--- config.mk ---
export PLATFORM = sky130hd
export DESIGN_NAME = addr_decode_prog_flat
export DESIGN_NICKNAME = d
export VERILOG_FILES = /design/src/rtl/addr_decode_prog.sv /design/src/rtl/addr_decode_prog_if.sv /design/src/flat_wrapper.sv
export SDC_FILE = /design/constraint.sdc
export NUM_CORES = 1
export LEC_CHECK = 0
export CAP_MARGIN = 40
export CORE_UTILIZATION = 48
export DETAILED_ROUTE_END_ITERATION = 8
export GPL_ROUTABILITY_DRIVEN = 0
export PLACE_DENSITY = 0.63
export SLEW_MARGIN = 30
export SYNTH_ARGS = -nofsm -noshare
export SYNTH_HDL_FRONTEND = slang
export SYNTH_SLANG_ARGS = --single-unit
--- constraint.sdc ---
create_clock -name clk_i -period 6.65 [get_ports clk_i]
set_clock_uncertainty 0.05 [all_clocks]
set_input_delay 0.9975 -clock clk_i [delete_from_list [all_inputs] [get_ports clk_i]]
set_output_delay 0.9975 -clock clk_i [all_outputs]
set_load 0.02 [all_outputs]
--- src/rtl/addr_decode_prog.sv ---
// Programmable address decoder: shadow/active rule tables with atomic commit,
// range or base/mask matching, highest-slot priority and a registered response.
package cf_math_pkg;
   function automatic int unsigned idx_width(input int unsigned num_idx);
      return (num_idx > 32'd1) ? unsigned'($clog2(num_idx)) : 32'd1;
   endfunction
endpackage

module addr_decode_prog #(
   parameter int unsigned NoIndices = 32'd2,
   parameter int unsigned NoRules   = 32'd4,
   parameter int unsigned AddrWidth = 32'd32,
   parameter bit          Napot     = 1'b0,
   parameter int unsigned CntWidth  = 32'd16,
   localparam int unsigned IdxWidth = cf_math_pkg::idx_width(NoIndices),
   localparam int unsigned SelWidth = cf_math_pkg::idx_width(NoRules)
) (
   input  logic                clk_i,
   input  logic                rst_i,
   addr_decode_prog_if.slave   bus,
   input  logic                en_default_idx_i,
   input  logic [IdxWidth-1:0] default_idx_i,
   output logic [CntWidth-1:0] err_cnt_o
);
   typedef struct packed {
      logic                 en;
      logic [IdxWidth-1:0]  idx;
      logic [AddrWidth-1:0] start_addr;
      logic [AddrWidth-1:0] end_addr;
   } rule_t;

   rule_t shadow_reg  [NoRules];
   rule_t shadow_next [NoRules];
   rule_t active_reg  [NoRules];
   rule_t wr_rule;

   logic sel_bad;
   logic idx_bad;
   logic order_bad;
   logic wr_bad;
   logic wr_ok;

   logic [NoRules-1:0]  match_hit;
   logic                dec_any;
   logic [IdxWidth-1:0] dec_idx;
   logic                dec_error;

   logic                req_ready;
   logic                accept;
   logic                rsp_fire;
   logic                rsp_valid_reg;
   logic [IdxWidth-1:0] rsp_idx_reg;
   logic                rsp_error_reg;
   logic [NoRules-1:0]  rsp_hit_reg;
   logic                cfg_err_reg;
   logic [CntWidth-1:0] err_cnt_reg;

   // Write validation: disabled rules may carry any index or bounds.
   assign sel_bad   = 32'(bus.cfg_sel_i) >= NoRules;
   assign idx_bad   = bus.cfg_en_i && (32'(bus.cfg_idx_i) >= NoIndices);
   assign order_bad = !Napot && bus.cfg_en_i && (bus.cfg_end_i != '0) &&
                      (bus.cfg_start_i >= bus.cfg_end_i);
   assign wr_bad    = sel_bad | idx_bad | order_bad;
   assign wr_ok     = bus.cfg_we_i & ~wr_bad;

   assign wr_rule.en         = bus.cfg_en_i;
   assign wr_rule.idx        = bus.cfg_idx_i;
   assign wr_rule.start_addr = bus.cfg_start_i;
   assign wr_rule.end_addr   = bus.cfg_end_i;

   for (genvar gi = 0; gi < NoRules; gi++) begin : g_slot
      // Commit copies shadow_next so a write landing on the commit edge is included.
      assign shadow_next[gi] = (wr_ok && (bus.cfg_sel_i == SelWidth'(gi))) ? wr_rule : shadow_reg[gi];

      if (Napot) begin : g_napot
         assign match_hit[gi] = active_reg[gi].en &&
            ((bus.req_addr_i & active_reg[gi].end_addr) ==
             (active_reg[gi].start_addr & active_reg[gi].end_addr));
      end else begin : g_range
         assign match_hit[gi] = active_reg[gi].en &&
            (bus.req_addr_i >= active_reg[gi].start_addr) &&
            ((bus.req_addr_i < active_reg[gi].end_addr) || (active_reg[gi].end_addr == '0));
      end
   end

   always_ff @(posedge clk_i) begin
      if (rst_i) begin
         for (int i = 0; i < NoRules; i++) begin
            shadow_reg[i] <= '0;
            active_reg[i] <= '0;
         end
      end else begin
         for (int i = 0; i < NoRules; i++) begin
            shadow_reg[i] <= shadow_next[i];
            if (bus.cfg_commit_i) begin
               active_reg[i] <= shadow_next[i];
            end
         end
      end
   end

   // Later slots overwrite earlier ones, so the highest matching slot wins.
   always_comb begin
      dec_any = 1'b0;
      dec_idx = '0;
      for (int i = 0; i < NoRules; i++) begin
         if (match_hit[i]) begin
            dec_any = 1'b1;
            dec_idx = active_reg[i].idx;
         end
      end
      if (!dec_any) begin
         dec_idx = en_default_idx_i ? default_idx_i : '0;
      end
      dec_error = !dec_any && !en_default_idx_i;
   end

   assign req_ready = ~rsp_valid_reg | bus.rsp_ready_i;
   assign accept    = bus.req_valid_i & req_ready;
   assign rsp_fire  = rsp_valid_reg & bus.rsp_ready_i;

   always_ff @(posedge clk_i) begin
      if (rst_i) begin
         rsp_valid_reg <= 1'b0;
         rsp_idx_reg   <= '0;
         rsp_error_reg <= 1'b0;
         rsp_hit_reg   <= '0;
         cfg_err_reg   <= 1'b0;
         err_cnt_reg   <= '0;
      end else begin
         cfg_err_reg <= bus.cfg_we_i & wr_bad;
         if (accept) begin
            rsp_valid_reg <= 1'b1;
            rsp_idx_reg   <= dec_idx;
            rsp_error_reg <= dec_error;
            rsp_hit_reg   <= match_hit;
         end else if (bus.rsp_ready_i) begin
            rsp_valid_reg <= 1'b0;
         end
         if (rsp_fire && rsp_error_reg && (err_cnt_reg != '1)) begin
            err_cnt_reg <= err_cnt_reg + CntWidth'(1);
         end
      end
   end

   assign bus.cfg_err_o   = cfg_err_reg;
   assign bus.req_ready_o = req_ready;
   assign bus.rsp_valid_o = rsp_valid_reg;
   assign bus.rsp_idx_o   = rsp_idx_reg;
   assign bus.rsp_error_o = rsp_error_reg;
   assign bus.rsp_hit_o   = rsp_hit_reg;
   assign err_cnt_o       = err_cnt_reg;
endmodule
--- src/rtl/addr_decode_prog_if.sv ---
// Configuration, request and response bus of the programmable address decoder.
// The decoder is the slave; whoever programs rules and issues lookups is the master.
interface addr_decode_prog_if #(
   parameter int unsigned NoIndices = 32'd2,
   parameter int unsigned NoRules   = 32'd4,
   parameter int unsigned AddrWidth = 32'd32
);
   localparam int unsigned IdxWidth = (NoIndices > 32'd1) ? unsigned'($clog2(NoIndices)) : 32'd1;
   localparam int unsigned SelWidth = (NoRules > 32'd1) ? unsigned'($clog2(NoRules)) : 32'd1;

   logic                 cfg_we_i;
   logic [SelWidth-1:0]  cfg_sel_i;
   logic                 cfg_en_i;
   logic [IdxWidth-1:0]  cfg_idx_i;
   logic [AddrWidth-1:0] cfg_start_i;
   logic [AddrWidth-1:0] cfg_end_i;
   logic                 cfg_commit_i;
   logic                 cfg_err_o;

   logic                 req_valid_i;
   logic                 req_ready_o;
   logic [AddrWidth-1:0] req_addr_i;

   logic                 rsp_valid_o;
   logic                 rsp_ready_i;
   logic [IdxWidth-1:0]  rsp_idx_o;
   logic                 rsp_error_o;
   logic [NoRules-1:0]   rsp_hit_o;

   modport master (
      output cfg_we_i, cfg_sel_i, cfg_en_i, cfg_idx_i, cfg_start_i, cfg_end_i, cfg_commit_i,
      output req_valid_i, req_addr_i, rsp_ready_i,
      input  cfg_err_o, req_ready_o, rsp_valid_o, rsp_idx_o, rsp_error_o, rsp_hit_o
   );

   modport slave (
      input  cfg_we_i, cfg_sel_i, cfg_en_i, cfg_idx_i, cfg_start_i, cfg_end_i, cfg_commit_i,
      input  req_valid_i, req_addr_i, rsp_ready_i,
      output cfg_err_o, req_ready_o, rsp_valid_o, rsp_idx_o, rsp_error_o, rsp_hit_o
   );
endinterface

--- src/flat_wrapper.sv ---
// flat-port wrapper written by rule: the top's interface ports become plain ports
module addr_decode_prog_flat 
#(
   parameter int unsigned NoIndices = 32'd2,
   parameter int unsigned NoRules   = 32'd4,
   parameter int unsigned AddrWidth = 32'd32,
   parameter bit          Napot     = 1'b0,
   parameter int unsigned CntWidth  = 32'd16,
   localparam int unsigned IdxWidth = cf_math_pkg::idx_width(NoIndices),
   localparam int unsigned SelWidth = cf_math_pkg::idx_width(NoRules)
)
  (clk_i, rst_i, en_default_idx_i, default_idx_i, err_cnt_o, bus_cfg_we_i, bus_cfg_sel_i, bus_cfg_en_i, bus_cfg_idx_i, bus_cfg_start_i, bus_cfg_end_i, bus_cfg_commit_i, bus_req_valid_i, bus_req_addr_i, bus_rsp_ready_i, bus_cfg_err_o, bus_req_ready_o, bus_rsp_valid_o, bus_rsp_idx_o, bus_rsp_error_o, bus_rsp_hit_o);
  addr_decode_prog_if #(.NoIndices(NoIndices), .NoRules(NoRules), .AddrWidth(AddrWidth)) bus_i ();
  input  logic clk_i;
  input  logic rst_i;
  input  logic en_default_idx_i;
  input  logic [IdxWidth-1:0] default_idx_i;
  output logic [CntWidth-1:0] err_cnt_o;
  input wire logic [$bits(bus_i.cfg_we_i)-1:0] bus_cfg_we_i;
  input wire logic [$bits(bus_i.cfg_sel_i)-1:0] bus_cfg_sel_i;
  input wire logic [$bits(bus_i.cfg_en_i)-1:0] bus_cfg_en_i;
  input wire logic [$bits(bus_i.cfg_idx_i)-1:0] bus_cfg_idx_i;
  input wire logic [$bits(bus_i.cfg_start_i)-1:0] bus_cfg_start_i;
  input wire logic [$bits(bus_i.cfg_end_i)-1:0] bus_cfg_end_i;
  input wire logic [$bits(bus_i.cfg_commit_i)-1:0] bus_cfg_commit_i;
  input wire logic [$bits(bus_i.req_valid_i)-1:0] bus_req_valid_i;
  input wire logic [$bits(bus_i.req_addr_i)-1:0] bus_req_addr_i;
  input wire logic [$bits(bus_i.rsp_ready_i)-1:0] bus_rsp_ready_i;
  output wire logic [$bits(bus_i.cfg_err_o)-1:0] bus_cfg_err_o;
  output wire logic [$bits(bus_i.req_ready_o)-1:0] bus_req_ready_o;
  output wire logic [$bits(bus_i.rsp_valid_o)-1:0] bus_rsp_valid_o;
  output wire logic [$bits(bus_i.rsp_idx_o)-1:0] bus_rsp_idx_o;
  output wire logic [$bits(bus_i.rsp_error_o)-1:0] bus_rsp_error_o;
  output wire logic [$bits(bus_i.rsp_hit_o)-1:0] bus_rsp_hit_o;
  assign bus_i.cfg_we_i = bus_cfg_we_i;
  assign bus_i.cfg_sel_i = bus_cfg_sel_i;
  assign bus_i.cfg_en_i = bus_cfg_en_i;
  assign bus_i.cfg_idx_i = bus_cfg_idx_i;
  assign bus_i.cfg_start_i = bus_cfg_start_i;
  assign bus_i.cfg_end_i = bus_cfg_end_i;
  assign bus_i.cfg_commit_i = bus_cfg_commit_i;
  assign bus_i.req_valid_i = bus_req_valid_i;
  assign bus_i.req_addr_i = bus_req_addr_i;
  assign bus_i.rsp_ready_i = bus_rsp_ready_i;
  assign bus_cfg_err_o = bus_i.cfg_err_o;
  assign bus_req_ready_o = bus_i.req_ready_o;
  assign bus_rsp_valid_o = bus_i.rsp_valid_o;
  assign bus_rsp_idx_o = bus_i.rsp_idx_o;
  assign bus_rsp_error_o = bus_i.rsp_error_o;
  assign bus_rsp_hit_o = bus_i.rsp_hit_o;
  addr_decode_prog #(.NoIndices(NoIndices), .NoRules(NoRules), .AddrWidth(AddrWidth), .Napot(Napot), .CntWidth(CntWidth)) u_core (.clk_i(clk_i), .rst_i(rst_i), .bus(bus_i), .en_default_idx_i(en_default_idx_i), .default_idx_i(default_idx_i), .err_cnt_o(err_cnt_o));
endmodule
==> results.md <==
* WP data required at 6950 ps
* CTS H-Tree Depth at 2
* 1st-pass router iterations at 7
* Hold WC Path Type: flop to flop
* Status: finished clean
* Total grt overflow at 0
* Die area at 56,600 um^2
* HPWL Detailed at 49,100 um
* Average vias per placed instance at 5.47
* Tmin final at about 4600 ps
* Worst-Margin Slew at ~1000 ps
* First-pass GRT wire length at 110,000 um
* Final hold viol count at 0
* CTS tree: done
* Routed len/inst at a little over 20 um
* RSZ-0062 raised after global routing: no
* Die H at roughly 240 um
* Cell Area, Synth at ~27,000 um^2
* Yosys top cell area share at 29.7%
* DRT Wirelength at 72,700 um
* EDFF count, synth at approximately 260
* Worst Setup Path Type: input pin to flop
* WP data arrival at 4880 ps
* Die width at 238 um
* Max Used Layer: met4
* Resize count post-CTS at 0
* Crit path cell chain: clkdlybuf4s50_1, inv_1, ha_1, a21o_1, a21o_1, a21oi_1, o21ai_0, a31oi_1, o2111ai_1, buf_2, a21oi_4, buf_4, mux2i_1, nor2_1
* Met3 Wirelength at 4990 um
* Post-DRT Antenna Nets at 0
* Via Count at 19,200
* Final setup fails at 0
* Syn_area_per_cell at 10.4 um^2
* M1 WL at around 31,000 um
* Antenna violations before repair at 1
* Yosys cell types at between 50 and 60
* Cells after Synth at 2,579
* CORE AREA at 55,000 um^2
* Core Rows at 86
* Filler cells at 4,771
* Postcts setup bufs at 0
* Maxcap violations at 0
* FFs w/ async S/R, synth at 0%
* Max Clk Rate at roughly 220 MHz
* Critical path fanouts, max at 16
* Final Net Count at 3,107
* DRC viols at 0
* P&R area growth vs syn at 15.7%
* Share of cells above drive strength 1 at 4.89%
* R2R cell count at 11
* Initial Utilization at between 40% and 50%
* Pin count of the biggest net entering global routing at ~140
* WL met2 at about 34,000 um
* Top-count cell post-synth: nor2_1
* Clock Latency Late Sink at 620 ps
* Clock-pin slew on the worst setup and hold paths at 60 ps
* Worst rel slew slack at 31.2%
* RR Startpoint: u_core.active_reg[0][25]
* Critical Path End: u_core.active_reg[0][250]
* Slew Limit Fails at 0
* Total negative slack at 0 ps
* #FFs+latches synth at ~550
* IO Port Bufs at 132
* Post-Syn Nets at 2,972
* Core Util, Final at 56.2%
* Vias in the first global route at 19,100
* CP startpoint kind: input pin
* Crit path largest cell delay at 630 ps
* Yosys Warn Count at 0
* Bufs on Longest Clock Path at 3
* Crit path capture type: flop
* End of the worst register-to-register path: u_core.bus.rsp_idx_o
* Post-synthesis sequential area ratio at 51.3%
* Worst setup startpoint: bus_cfg_end_i[25]
* Total Routing Usage GR at 25.8%
* CP dominant cell by count: a21o_1
* R2R Setup Slk at roughly 3200 ps
* VDD IR max at 0.183 mV
* Area leader, netlist: edfxtp_1
* Area contributors post-synth: edfxtp_1 (30%), dfxtp_1 (22%), ha_1 (13%)
* Slowest cell on the critical path: clkdlybuf4s50_1
* Ports at 133
* CTS buffer count at 59
* LEAKAGE at 12.2 nW
* # hold bufs at CTS at 0
* Clk sinks at about 550
* DR iter-0 viols at 1,402
* Root Driver: clkbuf_16
* Ys flop type: dfxtp_1
* Pwr/cell area at 261 nW/um^2
* Most frequent cells after synthesis: nor2_1 (593), dfxtp_1 (288), inv_1 (288), ha_1 (285), mux2i_1 (266)
* Period utilization at around 70%
-- metal layers --
metal  vias to the layer above  GRT usage, %
met5                         -             0
met4                         0          10.1
met3                       152          4.48
met2                       589          42.7
met1                      9300          33.7
li1                       9165             -
-- cells by family after synthesis --
kind of cell	synth area share, %
xor gates and xnor gates	0.426
DFF	51.3
AOI/OAI and AO/OA	6.21
adders and majority gates	13.4
buffers and inverters	5.69
muxes	9.97
and+or+nand+nor	13.1
-- final cells by class --
cell class	count	area, um^2	share of cell area, %
inverter	288	1080	3.50
antenna	1	2.50	0.00810
clock buffer	82	1670	5.39
timing repair buffer	164	1670	5.41
sequential	552	13700	44.3
multi-input combinational	1649	11500	37.4
tap	748	936	3.03
clock inverter	28	302	0.976
-- placed cells by master, fill, tap and decap left out, types with 6 or more instances in the layout --
| cell type | instances |
|---|---|
| or3_1 | 6 |
| buf_12 | 7 |
| a21o_1 | 31 |
| o211ai_1 | 13 |
| edfxtp_1 | 264 |
| dfxtp_1 | 288 |
| and4_1 | 8 |
| clkbuf_8 | 6 |
| nor4_1 | 42 |
| a31oi_1 | 6 |
| clkbuf_1 | 15 |
| nor2_1 | 593 |
| clkdlybuf4s50_1 | 131 |
| nand4_1 | 46 |
| bufinv_16 | 6 |
| nand2_1 | 69 |
| ha_1 | 285 |
| a221oi_1 | 11 |
| buf_4 | 23 |
| o21ai_0 | 61 |
| mux2i_1 | 266 |
| a21oi_1 | 81 |
| nor3_1 | 12 |
| xor2_1 | 10 |
| inv_1 | 288 |
| a2111oi_0 | 6 |
| a211oi_1 | 21 |
| nand2b_1 | 8 |
| nand3_1 | 17 |
| clkbuf_16 | 61 |
| clkinv_2 | 16 |
-- critical path: cells and delay by family --
family	cells	cell delay (ps)
AO/OA/AOI/OAI	7	1800
adder cells (fa/ha/maj)	1	320
AND/OR/NAND/NOR	1	60
buffers and inverters	4	1380
multiplexers	1	290
-- worst min path at each step --
stage	depth (start not counted)	endpoint	startpoint	slack, ps
finish	2	u_core.bus.rsp_hit_o[2]	u_core.bus.rsp_hit_o[2]	420
global route	2	u_core.shadow_reg[0][16]	u_core.shadow_reg[0][16]	460
CTS	2	u_core.bus.rsp_hit_o[2]	u_core.bus.rsp_hit_o[2]	430
detailed placement	2	u_core.bus.rsp_hit_o[2]	u_core.bus.rsp_hit_o[2]	410
global placement	2	u_core.bus.rsp_hit_o[2]	u_core.bus.rsp_hit_o[2]	410
floorplan	2	u_core.shadow_reg[0][0]	u_core.shadow_reg[0][0]	410
-- power breakdown --
| part | switching, mW | leakage, nW | internal, mW | total (mW) |
|---|---|---|---|---|
| logic | 0.589 | 5.98 | 0.355 | 0.944 |
| registers | 0.0578 | 5.27 | 3.71 | 3.77 |
| clock network | 1.37 | 0.962 | 1.97 | 3.35 |
| total | 2.02 | 12.2 | 6.04 | 8.06 |
-- metrics by stage --
stage,std cells,hold slack [ps],setup slack (ps),area (um^2),power [mW]
floorplan,2579,406,1330,26700,4.39
global placement,3397,405,1480,28800,4.73
detailed placement,3400,412,1430,28900,4.78
CTS,3510,426,2070,30900,8.12
global route,3511,458,1890,30900,8.37
finish,3512,422,2070,30900,8.06
Note: power is estimated with default switching activity, not from simulation.
